File: src/rtl/stopwatch_ctrl.sv
// ============================================================================
// stopwatch_ctrl : stopwatch control FSM with MM:SS BCD counter and adjust blink
// Revision: 1.0
// ============================================================================
`default_nettype none

module stopwatch_ctrl (
   input  logic        clk,
   input  logic        rst_n,
   input  logic        tick_1hz,
   input  logic        tick_adj,
   input  logic        tick_blink,
   input  logic        btn_reset,
   input  logic        btn_pause,
   input  logic        adj,
   input  logic [1:0]  sel,
   input  logic [3:0]  num,
   output logic [15:0] digits,
   output logic [3:0]  blank,
   output logic        running,
   output logic [1:0]  state
);

   typedef enum logic [1:0] {
      ST_IDLE   = 2'd0,
      ST_RUN    = 2'd1,
      ST_PAUSE  = 2'd2,
      ST_ADJUST = 2'd3
   } state_t;

   state_t      state_q, state_d;
   logic [15:0] digits_q, digits_d;
   logic [3:0]  blank_q, blank_d;
   logic        running_q, running_d;
   logic        phase_q, phase_d;
   logic        rst_prev_q, pause_prev_q;
   logic        rst_edge_q, pause_edge_q;

   function automatic logic [15:0] bcd_inc(input logic [15:0] d);
      logic [3:0] s0, s1, m0, m1;
      s0 = d[3:0];
      s1 = d[7:4];
      m0 = d[11:8];
      m1 = d[15:12];
      if (s0 != 4'd9) begin
         s0 = s0 + 4'd1;
      end else begin
         s0 = 4'd0;
         if (s1 != 4'd5) begin
            s1 = s1 + 4'd1;
         end else begin
            s1 = 4'd0;
            if (m0 != 4'd9) begin
               m0 = m0 + 4'd1;
            end else begin
               m0 = 4'd0;
               m1 = (m1 != 4'd9) ? m1 + 4'd1 : 4'd0;
            end
         end
      end
      return {m1, m0, s1, s0};
   endfunction

   function automatic logic [15:0] digit_load(input logic [15:0] d,
                                              input logic [1:0]  s,
                                              input logic [3:0]  n);
      logic [3:0]  v;
      logic [15:0] r;
      v = (n > 4'd9) ? 4'd9 : n;
      // Seconds tens only ever holds 0..5.
      if (s == 2'd1 && v > 4'd5) begin
         v = 4'd5;
      end
      r = d;
      case (s)
         2'd0:    r[3:0]   = v;
         2'd1:    r[7:4]   = v;
         2'd2:    r[11:8]  = v;
         default: r[15:12] = v;
      endcase
      return r;
   endfunction

   always_comb begin
      state_d  = state_q;
      digits_d = digits_q;
      if (rst_edge_q) begin
         digits_d = 16'h0000;
         state_d  = adj ? ST_ADJUST : ST_IDLE;
      end else if (adj && state_q != ST_ADJUST) begin
         state_d = ST_ADJUST;
      end else if (!adj && state_q == ST_ADJUST) begin
         state_d = ST_PAUSE;
      end else if (pause_edge_q && state_q != ST_ADJUST) begin
         state_d = (state_q == ST_RUN) ? ST_PAUSE : ST_RUN;
      end else if (tick_1hz && state_q == ST_RUN) begin
         digits_d = bcd_inc(digits_q);
      end else if (tick_adj && state_q == ST_ADJUST) begin
         digits_d = digit_load(digits_q, sel, num);
      end
   end

   // Blink phase only advances while adjusting, so entering ADJUST always starts visible.
   always_comb begin
      phase_d   = 1'b0;
      blank_d   = 4'b0000;
      running_d = (state_d == ST_RUN);
      if (state_d == ST_ADJUST) begin
         phase_d      = tick_blink ? ~phase_q : phase_q;
         blank_d[sel] = phase_d;
      end
   end

   always_ff @(posedge clk or negedge rst_n) begin
      if (!rst_n) begin
         state_q      <= ST_IDLE;
         digits_q     <= 16'h0000;
         blank_q      <= 4'b0000;
         running_q    <= 1'b0;
         phase_q      <= 1'b0;
         rst_prev_q   <= 1'b0;
         pause_prev_q <= 1'b0;
         rst_edge_q   <= 1'b0;
         pause_edge_q <= 1'b0;
      end else begin
         rst_prev_q   <= btn_reset;
         pause_prev_q <= btn_pause;
         rst_edge_q   <= btn_reset & ~rst_prev_q;
         pause_edge_q <= btn_pause & ~pause_prev_q;
         state_q      <= state_d;
         digits_q     <= digits_d;
         blank_q      <= blank_d;
         running_q    <= running_d;
         phase_q      <= phase_d;
      end
   end

   assign digits  = digits_q;
   assign blank   = blank_q;
   assign running = running_q;
   assign state   = state_q;

endmodule

`default_nettype wire

File: config.mk
export PLATFORM = sky130hd
export DESIGN_NAME = stopwatch_ctrl
export DESIGN_NICKNAME = d
export VERILOG_FILES = /design/src/rtl/stopwatch_ctrl.sv
export SDC_FILE = /design/constraint.sdc
export NUM_CORES = 1
export LEC_CHECK = 0
export ABC_CLOCK_PERIOD_IN_PS = 4500
export CAP_MARGIN = 30
export CORE_MARGIN = 2
export CORE_UTILIZATION = 35
export CTS_BUF_LIST = sky130_fd_sc_hd__clkbuf_16
export CTS_CLUSTER_SIZE = 24
export DETAILED_ROUTE_END_ITERATION = 8
export GPL_TIMING_DRIVEN = 1
export REMOVE_ABC_BUFFERS = 1
export SLEW_MARGIN = 25
export SYNTH_ARGS = -nofsm -noshare
export SYNTH_HDL_FRONTEND = slang
export SYNTH_SLANG_ARGS = --single-unit
export TNS_END_PERCENT = 30
File: constraint.sdc
create_clock -name clk -period 4.5 [get_ports clk]
set_clock_uncertainty 0.1 [all_clocks]
set_input_delay 0.9 -clock clk [delete_from_list [all_inputs] [get_ports clk]]
set_output_delay 0.9 -clock clk [all_outputs]
set_load 0.005 [all_outputs]
# --- Word level (Yosys, flattened, before mapping) ---
# Cells that the tools add are included.
word_totals:
  reg_bits: 28
  input_bits: 14
  output_inout_bits: 23
  elab_cells: 95
classes:
  add_sub_neg: 4
  magnitude_cmp: 4
  eq_ne: 18
  n_mux: 33
  bitwise: 6
  n_reduce_logical: 18
ops:
  columns: ["operator", "n"]
  rows:
  - ["2-to-1 mux 16 bit", 6]
  - ["2-to-1 mux 4 bit", 17]
  - ["adder 4 x 1 -> 4 bit (second input constant)", 4]
  - ["2-to-1 mux 2 bit", 6]
  - ["!= test 4 bit (second input constant)", 3]
  - ["nonzero test 3 bit", 4]
  - ["!= test 3 bit (second input constant)", 3]
  - ["!= test 2 bit (second input constant)", 4]
  - ["AND reduction 8 bit", 1]
  - ["logical AND 1 bit", 7]
  - ["AND reduction 7 bit", 1]
  - ["equality test 2 x 1 -> 1 bit (second input constant)", 3]
  - ["equality test 2 bit (second input constant)", 3]
  - ["AND reduction 6 bit", 1]
  - ["AND reduction 5 bit", 1]
  - ["bitwise AND 4 bit", 1]
  - ["greater-than comparator 4 x 3 -> 1 bit (second input constant)", 1]
  - ["greater-than comparator 4 bit (second input constant)", 1]
  - ["!= test 4 x 3 -> 1 bit (second input constant)", 1]
  - ["less-than comparator 2 x 3 -> 1 bit (second input constant)", 1]
  - ["2-to-1 mux 1 bit", 3]
  - ["!= test 3 x 1 -> 1 bit (second input constant)", 1]
  - ["NOT 1 bit", 3]
  - ["OR reduction 3 bit", 1]
  - ["5 further kinds", 6]

# --- Logic depth before layout (Yosys ltp) ---
depth:
  depth_word: 12
  mapped_depth: 7
  mapped_depth_nobuf: 7

# --- Worst setup path after synthesis ---
# Ideal clock, no wire load.
synth_path:
  kind: "in2reg"
  start: "in adj"
  end: "reg digits_q[15] (netlist: digits[15])"
  setup_time_ns: 0.125
  arrival_time_ns: 2.184
  required_ns: 4.275
  path_slack_ns: 2.091
  cell_stages: 5
  n_path_buf: 0
  cell_sequence: "or4b_4 -> a21oi_4 -> o21ai_2 -> and2_4 -> mux2_4"
synth_between:
  elab_chain_cells: 4
  elab_cells_between_ends: 6
  classes_between: "2 x eq/ne; 4 x reduce/logical"
synth_rtl:
  columns: ["item", "line_no", "source"]
  rows:
  - ["start, declared", "15", "input logic adj,"]
  - ["logical NOT 1 bit", "92", "end else if (!adj && state_q == ST_ADJUST) begin"]
  - ["logical AND 1 bit", "92", null]
  - ["!= test 2 bit (no line)", null, null]
  - ["AND reduction 8 bit (no line) *", null, null]
  - ["end signal, assigned", "131", "digits_q <= digits_d;"]
  - ["end, declared", "32", "logic [15:0] digits_q, digits_d;"]
# Every way passes the cells marked *; elsewhere a longest branch is shown, timed or not.
# A chain may end at the register's enable or synchronous reset.

# --- Worst setup path in the final report ---
layout_path:
  start: "in tick_1hz"
  end: "reg digits_q[2] (netlist: digits[2])"
layout_between:
  elab_chain_cells: 6
  elab_cells_between_ends: 9
  classes_between: "5 x mux; 4 x reduce/logical"
layout_rtl:
  columns: ["item", "line_no", "source"]
  rows:
  - ["start, declared", "10", "input logic tick_1hz,"]
  - ["logical AND 1 bit *", "96", "end else if (tick_1hz && state_q == ST_RUN) begin"]
  - ["2-to-1 mux 16 bit", "96", null]
  - ["2-to-1 mux 16 bit", "94", "end else if (pause_edge_q && state_q != ST_ADJUST) begin"]
  - ["2-to-1 mux 16 bit", "92", null]
  - ["2-to-1 mux 16 bit", "90", "end else if (adj && state_q != ST_ADJUST) begin"]
  - ["2-to-1 mux 16 bit", "87", "if (rst_edge_q) begin"]
# Every way passes the cells marked *; elsewhere a longest branch is shown, timed or not. The select of a mux whose other input is x is not followed.

==> reports/metrics.cfg <==
[run_status]
outcome=complete, no violations

[sta]
hold_viol=0
period_needed_ns=2.838
worst_slack_ns=1.662
holdWs_ns=0.2965
worst_pin_slew_ns=0.7601
period_share_pct=63.07
setup_tns_ns=0
rsz0062_at_grt=no
drv_slew=0
relSlewSlack_pct=49.02
clock.fmax_mhz=352.3
setup_violations=0

[worst_setup_path]
slowest_stage=a211oi_1
r2r_start=state[1]$_DFF_PN0_
arrival_ns=2.86
ff2ff_setup_slack_ns=2.26
crit_type=input pin to flop
crit_fanout=20
path_buf_inv=1
endpoint_kind=flop
cpLargestDelayFamily=compound AO/OA/AOI/OAI gates
r2r-end=digits[2]$_DFFE_PN0P_
cp_slowest_stage_delay_ns=0.74
crit_path_cell_trace=clkdlybuf4s50_1, and3b_1, a211oi_1, nor3_1, o21ai_0, o41ai_1
start_kind=input pin
reg2reg_depth=5
crit_required_ns=4.53

[synth]
syn_avg_cell_area_um2=8.925
synth_top_family_by_area=simple AND/OR/NAND/NOR gates
synthArstFlopShare_pct=100.0
ys_top_cells_by_area=dfrtp_1 42%, ha_1 6.0%, nand2_1 4.3%, nor2_1 4.0%, o21ai_0 3.3%
ys_ff_latch=28
yosysMostFrequentCell=dfrtp_1
synth_seq_area_share_pct=41.76
synth_compound_gate_area_share_pct=18.34
synth_mux_area_share_pct=3.579
synth.cell_area_um2=1678
synth_fa_ha_area_share_pct=5.966
synth_ff_type=dfrtp_1
netlist.area_leader.share_pct=41.76
yosys_warnings=0
synth-xor-area-share_pct=1.044
synthCells=188
synthTopCellsByCount=28 x dfrtp_1, 19 x nand2_1, 18 x nor2_1
synth_cell_type_count=39
synth_edf_count=0
synth-simple-area-share_pct=25.58
synth.largest_area_cell=dfrtp_1

[clock_network]
htree_levels=1
cts_setup_buffers=0
ctsHoldBuffers=0
cts_buffer_depth=2
clock-sinks=28
cts_resized=0
cts_root_buffer=clkbuf_16
clk_pin_slew_worst_paths_ns=0.07
clock_latency_ns=0.26
cts_tree=built
cts_buffers=3

[place]
gp_congestion=0.8130
port_buffers=36
preCtsSetupSlack_ns=1.407
dp_hpwl_mm=2.834
placed_cell_area_um2=2092

[pwr]
clock_power_share_pct=35.4
p_switching_mw=0.2025
seqPwrFrac_pct=41.5
peakVddDrop_mv=0.1441
p_sw_share_pct=26.83
p_leak_nw=0.9271
pwr-share-comb_pct=23.1
p_int_mw=0.5522
power_mw=0.7547
powerDensity_nw_per_um2=343.5

[final_layout]
fillers=455
final_nets=247
design_area_um2=2197
syn_to_final_growth_pct=30.95
drive_gt1_share_pct=6.250
diodes=0

[drt]
drt_first_iter_violations=126
ant_nets=0
drc_errors=0
wirelength_mm=3.945
wl_per_cell_um=14.19
via_per_inst=5.234
drtPass1Iterations=4
vias=1455

[die]
ioPinCount=37
die_x_um=73.24
coreArea_um2=4661
fp.dieH_um=73.24
start_util_pct=36.00
num_rows=25
dieArea_um2=5363

[worst_hold_path]
min_path_type=flop to flop
hold_depth=1
hold_end=pause_edge_q$_DFF_PN0_
worstHoldStart=pause_prev_q$_DFF_PN0_

[flow_run]
drv_cap=0

[global_routing]
grt_pass1_wl_mm=6.969
grt_max_degree=29
grt_use_total_pct=16.67
grt_pass1_vias=1441
overflow=0
antenna_found_initial=0

-- kinds of logic (layout without fill, tap and decap cells) --
| logic type | after synthesis | count (layout) |
|---|---|---|
| xor gates and xnor gates | 2 | 2 |
| DFF | 28 | 28 |
| adders and majority gates | 8 | 8 |
| and+or+nand+nor | 80 | 80 |
| AOI/OAI and AO/OA | 49 | 49 |
| muxes | 5 | 5 |
| buffers and inverters | 16 | 52 |
-- flip-flops by register name, indices dropped and copies added, names as in the netlist --
signal        flops
pause_edge_q      1
rst_edge_q        1
state             2
running           1
pause_prev_q      1
blank             4
phase_q           1
rst_prev_q        1
digits           16
-- per-layer routing --
layer  GRT usage [%]  share of wire, %  vias up
met4           4.321               1.1        0
met3           2.348               3.8        6
met2           26.03                45       34
met5               0                 0        -
li1                -                 -      746
met1           24.16                50      669
-- worst reg2reg max path: stages, from the launching register on --
cell      delay (ns)
dfrtp_1         0.45
and3b_1         0.42
a211oi_1        0.75
nor3_1          0.08
o21ai_0         0.20
o41ai_1         0.10
-- worst max-delay path by stage --
stage	start	end	slack, ns	cells past startpoint
floorplan	adj	digits[15]$_DFFE_PN0P_	2.09	5
global placement	adj	digits[15]$_DFFE_PN0P_	1.41	6
detailed placement	adj	digits[15]$_DFFE_PN0P_	1.41	6
CTS	adj	digits[15]$_DFFE_PN0P_	1.68	6
global route	tick_1hz	digits[2]$_DFFE_PN0P_	1.48	6
finish	tick_1hz	digits[2]$_DFFE_PN0P_	1.66	6
-- cells in the final DEF, fill, tap and decap left out, types with 5 or more instances in the layout --
| cell | netlist | final |
|---|---|---|
| nand2_1 | 19 | 19 |
| o21ai_0 | 11 | 11 |
| nor2_1 | 18 | 18 |
| ha_1 | 8 | 8 |
| a21oi_1 | 10 | 10 |
| nor2b_1 | 6 | 6 |
| nand3_1 | 5 | 5 |
| clkdlybuf4s50_1 | 0 | 36 |
| dfrtp_1 | 28 | 28 |
| o21ai_1 | 7 | 7 |
| nor3_1 | 9 | 9 |
| inv_1 | 11 | 11 |
-- metrics by stage --
step | cells | utilization (%)
CTS | 278 | 47.14
finish | 278 | 47.14
detailed placement | 274 | 44.89
global placement | 274 | 44.89
floorplan | 183 | -
global route | 278 | 47.14
-- power by group through the flow --
stage	registers [mW]	clock network (mW)	logic, mW
2_1_floorplan	0.313	0	0.0857
3_3_place_gp	0.318	0	0.174
3_5_place_dp	0.319	0	0.174
4_1_cts	0.314	0.274	0.176
5_1_grt	0.320	0.281	0.199
6_report	0.313	0.267	0.174
-- area by class of cell --
| class | instances | area, um^2 | share of cell area [%] |
|---|---|---|---|
| clock inverter | 1 | 30.03 | 1.367 |
| inverter | 11 | 41.29 | 1.879 |
| tap | 54 | 67.56 | 3.075 |
| clock buffer | 3 | 75.07 | 3.417 |
| multi-input combinational | 144 | 914.6 | 41.63 |
| timing repair buffer | 37 | 367.9 | 16.74 |
| sequential | 28 | 700.7 | 31.89 |
No activity file was read; power rests on OpenSTA's default activity.
